`src/rtl/serial_bus_bridge_if.sv`:
```
// serial_bus_bridge_if: UART byte stream and CPU-bus initiator signals of the debug bridge.
// The master modport is the bridge; the slave modport is the UART/bus side it talks to.
interface serial_bus_bridge_if;
   logic [7:0]  rx_data;
   logic        rx_valid;
   logic [7:0]  tx_data;
   logic        tx_valid;
   logic        tx_ready;
   logic        bus_req;
   logic        bus_gnt;
   logic [15:0] addr;
   logic [7:0]  dbw;
   logic        we;
   logic [7:0]  dbr;
   logic        busy;
   logic        rx_overrun;

   modport master (
      input  rx_data, rx_valid, tx_ready, bus_gnt, dbr,
      output tx_data, tx_valid, bus_req, addr, dbw, we, busy, rx_overrun
   );

   modport slave (
      output rx_data, rx_valid, tx_ready, bus_gnt, dbr,
      input  tx_data, tx_valid, bus_req, addr, dbw, we, busy, rx_overrun
   );
endinterface

```
`src/rtl/serial_bus_bridge.sv`:
```
// serial_bus_bridge: host debug bridge turning UART command bytes into CPU-bus writes/reads.
// Optional trailing XOR checksum byte per command: define SERIAL_BUS_BRIDGE_CHECKSUM_EN.
module serial_bus_bridge #(
   parameter int unsigned TIMEOUT = 20000,
   parameter int unsigned RD_LAT  = 1
) (
   input logic                 clk,
   input logic                 rst,
   serial_bus_bridge_if.master bus
);
   typedef enum logic [3:0] {
      IDLE    = 4'd0,
      GET_AH  = 4'd1,
      GET_AL  = 4'd2,
      GET_ARG = 4'd3,
      REQ     = 4'd4,
      RD_WAIT = 4'd5,
      WR      = 4'd6,
      TX      = 4'd7,
      DONE    = 4'd8
   } state_t;

   localparam logic [7:0]  CMD_W    = 8'h57;
   localparam logic [7:0]  CMD_R    = 8'h52;
   localparam logic [7:0]  RSP_OK   = 8'h2E;
   localparam logic [7:0]  RSP_ERR  = 8'h3F;
   localparam logic [15:0] TO_LAST  = 16'(TIMEOUT - 1);
   localparam logic [1:0]  LAT_LAST = 2'(RD_LAT - 1);

   state_t      state_r, state_s;
   logic [15:0] addr_r, addr_s;
   logic [7:0]  dbw_r, dbw_s;
   logic        we_r, we_s;
   logic        bus_req_r, bus_req_s;
   logic [7:0]  tx_data_r, tx_data_s;
   logic        tx_valid_r, tx_valid_s;
   logic        busy_r, busy_s;
   logic        rx_overrun_r, rx_overrun_s;
   logic        is_rd_r, is_rd_s;
   logic [8:0]  cnt_r, cnt_s;
   logic [15:0] to_cnt_r, to_cnt_s;
   logic [1:0]  lat_r, lat_s;
   logic        in_get_s;
   logic        to_hit_s;
`ifdef SERIAL_BUS_BRIDGE_CHECKSUM_EN
   logic [7:0]  cks_r, cks_s;
   logic        cks_sent_r, cks_sent_s;

   function automatic logic [7:0] cks_acc(input logic [7:0] acc, input logic [7:0] b);
      return acc ^ b;
   endfunction
`endif

   assign bus.addr       = addr_r;
   assign bus.dbw        = dbw_r;
   assign bus.we         = we_r;
   assign bus.bus_req    = bus_req_r;
   assign bus.tx_data    = tx_data_r;
   assign bus.tx_valid   = tx_valid_r;
   assign bus.busy       = busy_r;
   assign bus.rx_overrun = rx_overrun_r;

   // Next-state and next-output logic for the command FSM.
   always_comb begin
      state_s    = state_r;
      addr_s     = addr_r;
      dbw_s      = dbw_r;
      we_s       = we_r;
      bus_req_s  = bus_req_r;
      tx_data_s  = tx_data_r;
      tx_valid_s = tx_valid_r;
      is_rd_s    = is_rd_r;
      cnt_s      = cnt_r;
      lat_s      = lat_r;
      in_get_s   = (state_r == GET_AH) || (state_r == GET_AL) || (state_r == GET_ARG);
      to_hit_s   = (to_cnt_r >= TO_LAST);

      // Timeout runs only while a command is partially received; any accepted byte restarts it.
      if (in_get_s && !bus.rx_valid && !to_hit_s) begin
         to_cnt_s = to_cnt_r + 16'd1;
      end else begin
         to_cnt_s = 16'd0;
      end

      if (bus.rx_valid && !in_get_s && (state_r != IDLE)) begin
         rx_overrun_s = 1'b1;
      end else begin
         rx_overrun_s = 1'b0;
      end

`ifdef SERIAL_BUS_BRIDGE_CHECKSUM_EN
      if (bus.rx_valid && (state_r == IDLE)) begin
         cks_s      = bus.rx_data;
         cks_sent_s = 1'b0;
      end else if (bus.rx_valid && in_get_s) begin
         cks_s      = cks_acc(cks_r, bus.rx_data);
         cks_sent_s = cks_sent_r;
      end else if (bus.tx_ready && (state_r == TX)) begin
         cks_s      = cks_acc(cks_r, tx_data_r);
         cks_sent_s = cks_sent_r;
      end else begin
         cks_s      = cks_r;
         cks_sent_s = cks_sent_r;
      end
`endif

      case (state_r)
         IDLE: begin
            if (bus.rx_valid && ((bus.rx_data == CMD_W) || (bus.rx_data == CMD_R))) begin
               is_rd_s = (bus.rx_data == CMD_R);
               state_s = GET_AH;
            end else if (bus.rx_valid) begin
               is_rd_s    = 1'b0;
               tx_data_s  = RSP_ERR;
               tx_valid_s = 1'b1;
               state_s    = TX;
            end else begin
               state_s = IDLE;
            end
         end
         GET_AH: begin
            if (bus.rx_valid) begin
               addr_s[15:8] = bus.rx_data;
               state_s      = GET_AL;
            end else if (to_hit_s) begin
               state_s = IDLE;
            end else begin
               state_s = GET_AH;
            end
         end
         GET_AL: begin
            if (bus.rx_valid) begin
               addr_s[7:0] = bus.rx_data;
               state_s     = GET_ARG;
            end else if (to_hit_s) begin
               state_s = IDLE;
            end else begin
               state_s = GET_AL;
            end
         end
         GET_ARG: begin
            if (bus.rx_valid) begin
               dbw_s     = bus.rx_data;
               cnt_s     = (bus.rx_data == 8'h00) ? 9'd256 : {1'b0, bus.rx_data};
               bus_req_s = 1'b1;
               state_s   = REQ;
            end else if (to_hit_s) begin
               state_s = IDLE;
            end else begin
               state_s = GET_ARG;
            end
         end
         REQ: begin
            if (bus.bus_gnt && is_rd_r) begin
               lat_s   = 2'd0;
               state_s = RD_WAIT;
            end else if (bus.bus_gnt) begin
               we_s    = 1'b1;
               state_s = WR;
            end else begin
               state_s = REQ;
            end
         end
         RD_WAIT: begin
            // A lost grant mid-access freezes the access rather than sampling a bus we do not own.
            if (bus.bus_gnt && (lat_r == LAT_LAST)) begin
               tx_data_s  = bus.dbr;
               tx_valid_s = 1'b1;
               bus_req_s  = 1'b0;
               state_s    = TX;
            end else if (bus.bus_gnt) begin
               lat_s = lat_r + 2'd1;
            end else begin
               state_s = RD_WAIT;
            end
         end
         WR: begin
            if (bus.bus_gnt) begin
               we_s       = 1'b0;
               bus_req_s  = 1'b0;
               tx_data_s  = RSP_OK;
               tx_valid_s = 1'b1;
               state_s    = TX;
            end else begin
               state_s = WR;
            end
         end
         TX: begin
            if (bus.tx_ready && is_rd_r && (cnt_r > 9'd1)) begin
               cnt_s      = cnt_r - 9'd1;
               addr_s     = addr_r + 16'd1;
               bus_req_s  = 1'b1;
               tx_valid_s = 1'b0;
               state_s    = REQ;
            end else if (bus.tx_ready) begin
`ifdef SERIAL_BUS_BRIDGE_CHECKSUM_EN
               if (!cks_sent_r) begin
                  tx_data_s  = cks_acc(cks_r, tx_data_r);
                  cks_sent_s = 1'b1;
                  state_s    = TX;
               end else begin
                  tx_valid_s = 1'b0;
                  state_s    = DONE;
               end
`else
               tx_valid_s = 1'b0;
               state_s    = DONE;
`endif
            end else begin
               state_s = TX;
            end
         end
         DONE: begin
            state_s = IDLE;
         end
         default: begin
            state_s = IDLE;
         end
      endcase

      busy_s = (state_s != IDLE);
   end

   // State and output registers; reset clears everything and abandons any access.
   always_ff @(posedge clk) begin
      if (!rst) begin
         state_r      <= IDLE;
         addr_r       <= 16'd0;
         dbw_r        <= 8'd0;
         we_r         <= 1'b0;
         bus_req_r    <= 1'b0;
         tx_data_r    <= 8'd0;
         tx_valid_r   <= 1'b0;
         busy_r       <= 1'b0;
         rx_overrun_r <= 1'b0;
         is_rd_r      <= 1'b0;
         cnt_r        <= 9'd0;
         to_cnt_r     <= 16'd0;
         lat_r        <= 2'd0;
`ifdef SERIAL_BUS_BRIDGE_CHECKSUM_EN
         cks_r        <= 8'd0;
         cks_sent_r   <= 1'b0;
`endif
      end else begin
         state_r      <= state_s;
         addr_r       <= addr_s;
         dbw_r        <= dbw_s;
         we_r         <= we_s;
         bus_req_r    <= bus_req_s;
         tx_data_r    <= tx_data_s;
         tx_valid_r   <= tx_valid_s;
         busy_r       <= busy_s;
         rx_overrun_r <= rx_overrun_s;
         is_rd_r      <= is_rd_s;
         cnt_r        <= cnt_s;
         to_cnt_r     <= to_cnt_s;
         lat_r        <= lat_s;
`ifdef SERIAL_BUS_BRIDGE_CHECKSUM_EN
         cks_r        <= cks_s;
         cks_sent_r   <= cks_sent_s;
`endif
      end
   end
endmodule
```
`src/flat_wrapper.sv`:
```
// flat-port wrapper written by rule: the top's interface ports become plain ports
module serial_bus_bridge_flat 
#(
   parameter int unsigned TIMEOUT = 20000,
   parameter int unsigned RD_LAT  = 1
)
  (clk, rst, bus_rx_data, bus_rx_valid, bus_tx_ready, bus_bus_gnt, bus_dbr, bus_tx_data, bus_tx_valid, bus_bus_req, bus_addr, bus_dbw, bus_we, bus_busy, bus_rx_overrun);
  serial_bus_bridge_if bus_i ();
  input logic clk;
  input logic rst;
  input wire logic [$bits(bus_i.rx_data)-1:0] bus_rx_data;
  input wire logic [$bits(bus_i.rx_valid)-1:0] bus_rx_valid;
  input wire logic [$bits(bus_i.tx_ready)-1:0] bus_tx_ready;
  input wire logic [$bits(bus_i.bus_gnt)-1:0] bus_bus_gnt;
  input wire logic [$bits(bus_i.dbr)-1:0] bus_dbr;
  output wire logic [$bits(bus_i.tx_data)-1:0] bus_tx_data;
  output wire logic [$bits(bus_i.tx_valid)-1:0] bus_tx_valid;
  output wire logic [$bits(bus_i.bus_req)-1:0] bus_bus_req;
  output wire logic [$bits(bus_i.addr)-1:0] bus_addr;
  output wire logic [$bits(bus_i.dbw)-1:0] bus_dbw;
  output wire logic [$bits(bus_i.we)-1:0] bus_we;
  output wire logic [$bits(bus_i.busy)-1:0] bus_busy;
  output wire logic [$bits(bus_i.rx_overrun)-1:0] bus_rx_overrun;
  assign bus_i.rx_data = bus_rx_data;
  assign bus_i.rx_valid = bus_rx_valid;
  assign bus_i.tx_ready = bus_tx_ready;
  assign bus_i.bus_gnt = bus_bus_gnt;
  assign bus_i.dbr = bus_dbr;
  assign bus_tx_data = bus_i.tx_data;
  assign bus_tx_valid = bus_i.tx_valid;
  assign bus_bus_req = bus_i.bus_req;
  assign bus_addr = bus_i.addr;
  assign bus_dbw = bus_i.dbw;
  assign bus_we = bus_i.we;
  assign bus_busy = bus_i.busy;
  assign bus_rx_overrun = bus_i.rx_overrun;
  serial_bus_bridge #(.TIMEOUT(TIMEOUT), .RD_LAT(RD_LAT)) u_core (.clk(clk), .rst(rst), .bus(bus_i));
endmodule
```
`config.mk`:
```
export PLATFORM = sky130hd
export DESIGN_NAME = serial_bus_bridge_flat
export DESIGN_NICKNAME = d
export VERILOG_FILES = /design/src/rtl/serial_bus_bridge_if.sv /design/src/rtl/serial_bus_bridge.sv /design/src/flat_wrapper.sv
export SDC_FILE = /design/constraint.sdc
export NUM_CORES = 1
export LEC_CHECK = 0
export BUFFER_PORTS_ARGS = -buffer_cell sky130_fd_sc_hd__buf_2
export CAP_MARGIN = 20
export CORE_MARGIN = 2
export CORE_UTILIZATION = 43
export CTS_CLUSTER_DIAMETER = 100
export CTS_CLUSTER_SIZE = 8
export DETAILED_ROUTE_END_ITERATION = 10
export PLACE_DENSITY = 0.68
export SLEW_MARGIN = 5
export SYNTH_ARGS = -nofsm -noshare
export SYNTH_HDL_FRONTEND = slang
export SYNTH_SLANG_ARGS = --single-unit
```
`constraint.sdc`:
```
create_clock -name clk -period 3.1 [get_ports clk]
set_input_delay 0.93 -clock clk [delete_from_list [all_inputs] [get_ports clk]]
set_output_delay 0.93 -clock clk [all_outputs]
set_load 0.01 [all_outputs]
```
# Word-level counts from Yosys, hierarchy flattened
# Index checks and enable logic that the tools add are counted.
word_totals:
  reg_bits: 69
  latch_bits: 0
  ramBits: 0
  romBits: 0
  output_inout_bits: 37
  wordCells: 132
  mem_count: 0
classes:
  add_sub_neg: 4
  n_mul: 0
  div_mod_pow: 0
  magnitude_cmp: 2
  n_eq_ne: 23
  n_shift: 0
  muxes: 49
  bitwise: 0
  n_reduce_logical: 40
op_table:
  columns: ["cell", "n"]
  rows:
  - ["8-bit 2-to-1 mux", 5]
  - ["16-bit by 1-bit adder with 16-bit output, second input constant", 2]
  - ["4-bit 2-to-1 mux", 8]
  - ["4-bit case mux with 8 select lines", 1]
  - ["8-bit case mux with 2 select lines", 2]
  - ["9-bit 2-to-1 mux", 3]
  - ["8-bit case mux with 3 select lines", 1]
  - ["2-bit inequality test, second input constant", 10]
  - ["9-bit case mux with 2 select lines", 1]
  - ["4-bit by 3-bit == test with 1-bit output, second input constant", 4]
  - ["8-bit by 7-bit == test with 1-bit output, second input constant", 2]
  - ["16-bit by 15-bit >= comparator with 1-bit output, second input constant", 1]
  - ["16-bit 2-to-1 mux", 1]
  - ["4-bit nonzero test", 4]
  - ["1-bit 2-to-1 mux", 15]
  - ["2-bit 2-to-1 mux", 7]
  - ["2-bit nonzero test", 6]
  - ["5-bit AND reduction", 2]
  - ["9-bit by 1-bit greater-than comparator with 1-bit output, second input constant", 1]
  - ["1-bit logical AND", 9]
  - ["3-bit AND reduction", 3]
  - ["9-bit by 1-bit subtractor with 9-bit output, second input constant", 1]
  - ["4-bit by 2-bit == test with 1-bit output, second input constant", 2]
  - ["8-bit logical NOT", 1]
  - ["16 further kinds", 26]

# Depth between registers and ports, before layout
depth:
  depth_word: 7
  ltp_mapped: 8
  ltp_nobuf: 7

# Worst setup path before layout
# OpenSTA, ideal clock, no wires.
synth_timing:
  kind: "input port to flip-flop"
  startpoint: "in bus_rx_data[3]"
  endpoint: "reg u_core.busy_r, in the netlist u_core.bus.busy"
  setup_ps: 144
  arrival_time_ps: 2335
  required_ps: 2956
  path_slack_ps: 621
  stages: 5
  n_path_buf: 1
  cell_sequence: "or3_1 > o311a_1 > buf_4 > nor4_1 > a41oi_2"
synth_between:
  elab_chain_cells: 6
  word_cells_on_any_way: 7
  cone_classes: "eq/ne: 2; mux: 2; reduce/logical: 3"
synth_rtl:
  columns: ["item", "line", "rtl"]
  rows:
  - ["from (decl)", "flat_wrapper.sv:11", "input wire logic [$bits(bus_i.rx_data)-1:0] bus_rx_data;"]
  - ["8-bit by 7-bit == test with 1-bit output", "serial_bus_bridge.sv:109", "if (bus.rx_valid && ((bus.rx_data == CMD_W) || (bus.rx_data == CMD_R))) begin"]
  - ["1-bit logical OR *", "serial_bus_bridge.sv:109", null]
  - ["1-bit logical AND *", "serial_bus_bridge.sv:109", null]
  - ["4-bit 2-to-1 mux *", "serial_bus_bridge.sv:109", null]
  - ["4-bit case mux with 8 select lines *", "serial_bus_bridge.sv:107", "case (state_r)"]
  - ["4-bit nonzero test *", "serial_bus_bridge.sv:221", "busy_s = (state_s != IDLE);"]
  - ["to (signal assigned)", "serial_bus_bridge.sv:252", "busy_r <= busy_s;"]
  - ["to (decl)", "serial_bus_bridge.sv:37", "logic busy_r, busy_s;"]
# Mark *: on every way between the ends. The rest lies on a longest branch, timed or not.
# A chain may end at the register's enable or synchronous reset.

# Worst setup path after layout
# Ends and elaborated chain as after synthesis.

==> summary.md <==
| Metric | Value |
|---|---|
| Outcome | `finished, final reports clean` |
| Cts bufs inserted | `9` |
| First-pass GRT wire length | `roughly 15000 um` |
| Grt total ovfl | `0` |
| FMAX | `414 MHz` |
| Root buf cell | `clkbuf_8` |
| XOR/XNOR Fraction of Synth Area | `between 3 and 4%` |
| Crit path DAT | `between 2 and 3 ns` |
| Async S/R FF share, synth | `0%` |
| CTS tree | `yes` |
| NetSw | `0.617 mW` |
| Final TNS setup | `0 ns` |
| Crit path largest cell delay | `0.51 ns` |
| Switching part of the total | `29.4%` |
| CP Max Fanout | `10` |
| Hold Path Class | `register to register` |
| Router iterations before antenna repair | `5` |
| Initial antenna violation count | `0` |
| Post-synthesis compound-gate area fraction | `~24%` |
| LEAKAGE | `1.57 nW` |
| Die width | `about 95 um` |
| Synth cell types | `68` |
| Final Hold Violating Endpoints | `0` |
| Clock power share | `about a third` |
| Final worst-path cycle share | `between 70% and 80%` |
| RePlAce Congestion | `about 0.87` |
| Cell Chain, Critical Path | `buf_2 > or3_1 > o311a_1 > nor4_1 > a41oi_2` |
| Dpl hpwl | `6670 um` |
| WL/cell | `around 16 um` |
| Area share of and/or/nand/nor cells after synthesis | `roughly 27%` |
| Adder-Cell Fraction of Synth Area | `under 10%` |
| Largest net degree at the start of global routing | `26` |
| Tmin final | `about 2.4 ns` |
| Clk slew on worst S/H paths | `0.07 ns` |
| Tot Pwr | `~2.1 mW` |
| Routed Antenna Nets | `0` |
| Tightest Pin Transition | `0.705 ns` |
| Most used DFF post-synth | `dfxtp_1` |
| Starting density of the core | `43.6%` |
| Final #Nets | `around 520` |
| Worst skew pair latency | `0.35 ns` |
| Internal power | `between 1 and 1.5 mW` |
| Iter 0 DRT Violations | `179` |
| Area delta synth->final | `16.0%` |
| DR vias | `3432` |
| Final setup skew | `0.00665 ns` |
| Slew margin rel. | `52.3%` |
| Row count | `33` |
| Net Count, Synth | `approximately 470` |
| # diodes | `0` |
| Main combinational cell family by area after synthesis | `simple AND/OR/NAND/NOR gates` |
| Post-CTS sizing | `0` |
| # IOs | `58` |
| Max Root-Sink Buffers | `2` |
| Synthesized area | `3530 um2` |
| Crit path max-delay cell type | `o311a_1` |
| Mux cell area share after synthesis | `0.992%` |
| Vias per cell | `5.64` |
| Crit start category | `input port` |
| Critical Path End Type | `register` |
| # fillers | `between 800 and 900` |
| GRT Total Usage | `21.9%` |
| RSZ-0062 raised after global routing | `no` |
| Required @ worst endpoint | `3.32 ns` |
| Mapped Cells | `443` |
| Pwr dens | `512 nW/um2` |
| Final setup fails | `0` |
| Max-cap check violation count | `0` |
| DRC violations left | `0` |
| Peak supply drop | `241 uV` |
| Layout cells sized above 1 | `18.7%` |
| Die span in y | `about 95 um` |
| Critical setup path kind | `input port to register` |
| Post-CTS setup buffers | `0` |
| Final Max Tran Viols | `0` |
| Port-buffer cells | `57` |
| Post-synth EDFFs | `0` |
| Hold Buf Count CTS | `0` |
| Register area share after synthesis | `approximately two fifths` |
| Routed Wire Length | `approximately 9500 um` |
| Combinational share of power | `17.0%` |
| Clock Sinks | `69` |
| Yosys reg bits | `69` |
| Die area | `8950 um2` |
| CTS H-Tree Depth | `3` |
| Number of global-route vias before repair | `3244` |
| Ys Warns | `0` |
| Mean Syn Cell Area | `7.97 um2` |
| Sequential share of power | `47.8%` |
| Core area | `8090 um2` |
==> routing by layer <==
metal	wire (um)	up-vias	share of wire, %	GRT usage (%)
li1	-	1705	-	-
met1	4510	1580	48	29.3
met2	4190	128	44	34.4
met3	567	19	6.0	5.43
met4	201	0	2.1	7.85
met5	0	-	0	0
==> cell type report <==
class | count | area, um2 | area share [%]
repair buffers | 63 | 330 | 8.06
well taps | 105 | 131 | 3.21
clock inverters | 1 | 30.0 | 0.733
flip-flops and latches | 69 | 1380 | 33.7
clock buffers | 15 | 156 | 3.82
inverters | 8 | 30.0 | 0.733
multi-input cells | 347 | 2040 | 49.7
==> through the flow <==
step	setup WS, ns	area, um2	hold slack [ns]	utilization, %	std cells
3_5_place_dp	0.327	3910	0.445	48.3	592
5_1_grt	0.559	4100	0.481	50.6	608
2_1_floorplan	0.621	3530	0.430	-	443
3_3_place_gp	0.374	3910	0.439	48.3	592
6_report	0.686	4100	0.455	50.6	608
4_1_cts	0.699	4100	0.455	50.6	608
==> cells in the final DEF (no fill, tap or decap), drive strengths merged, types with 3 or more instances in the layout <==
master	n
a211oi	4
a21oi	48
a31oi	7
a41oi	4
and2	6
and3	9
buf	63
clkbuf	15
dfxtp	69
ha	5
inv	8
nand2	64
nand2b	3
nand3	12
nand3b	6
nand4	6
nor2	53
nor3	14
nor3b	3
o211ai	4
o21ai	31
o221a	5
o22ai	7
o31ai	4
or3	4
or4	3
xnor2	6
xor2	8
==> state kept, by name (all words and copies together), names as in the netlist <==
signal	cells
u_core.bus.addr	16
u_core.bus.bus_req	1
u_core.bus.busy	1
u_core.bus.dbw	8
u_core.bus.rx_overrun	1
u_core.bus.tx_data	8
u_core.bus.tx_valid	1
u_core.bus.we	1
u_core.cnt_r	9
u_core.is_rd_r	1
u_core.lat_r	2
u_core.state_r	4
u_core.to_cnt_r	16
==> power groups by stage <==
stage	logic, mW	registers, mW	clock network [mW]
after CTS	0.354	1.00	0.741
final	0.356	1.00	0.739
after floorplan	0.237	1.02	0
after global routing	0.395	1.01	0.786
after detailed placement	0.352	1.02	0
after global placement	0.347	1.02	0
==> critical path: cells and delay by family <==
kind                   cells  cell delay (ns)
AND/OR/NAND/NOR            2             0.88
AO/OA/AOI/OAI              2             0.67
buffers and inverters      1             0.14
==> cells in the mapped netlist, drive strengths merged (4+ instances only) <==
cell	number	area share, %
dfxtp	69	39
nand2	64	6.8
nor2	53	5.8
a21oi	48	7.2
o21ai	31	4.5
nor3	14	2.1
clkbuf	12	1.3
nand3	12	1.7
and3	9	1.6
inv	8	0.85
xor2	8	2.0
a31oi	7	1.2
buf	7	1.1
o22ai	7	1.4
and2	6	1.1
nand3b	6	1.4
nand4	6	1.1
xnor2	6	1.5
ha	5	1.8
o221a	5	1.6
a211oi	4	0.99
a41oi	4	1.2
o211ai	4	0.85
o31ai	4	1.2
or3	4	0.71
==> logic make-up after synthesis <==
| logic type | after synthesis |
|---|---|
| AO/OA/AOI/OAI | 128 |
| buffers and inverters | 27 |
| adder cells (fa/ha/maj) | 5 |
| XOR/XNOR | 14 |
| AND/OR/NAND/NOR | 196 |
| other | 1 |
| multiplexers | 3 |
| flip-flops | 69 |
==> path summary, 6_finish.rpt <==
check                                                         from                                 end  slack [ns]  cells past startpoint
worst min-delay path            u_core.bus.tx_data[6]$_SDFFE_PN0P_  u_core.bus.tx_data[6]$_SDFFE_PN0P_        0.46                      2
worst max-delay path                                bus_rx_data[3]          u_core.bus.busy$_SDFF_PN0_        0.69                      5
worst min register to register  u_core.bus.tx_data[6]$_SDFFE_PN0P_  u_core.bus.tx_data[6]$_SDFFE_PN0P_        0.46                      2
worst max register to register        u_core.state_r[0]$_SDFF_PN0_        u_core.cnt_r[8]$_SDFFE_PN0P_        0.79                      5
Power figures use the tool's default switching activity.
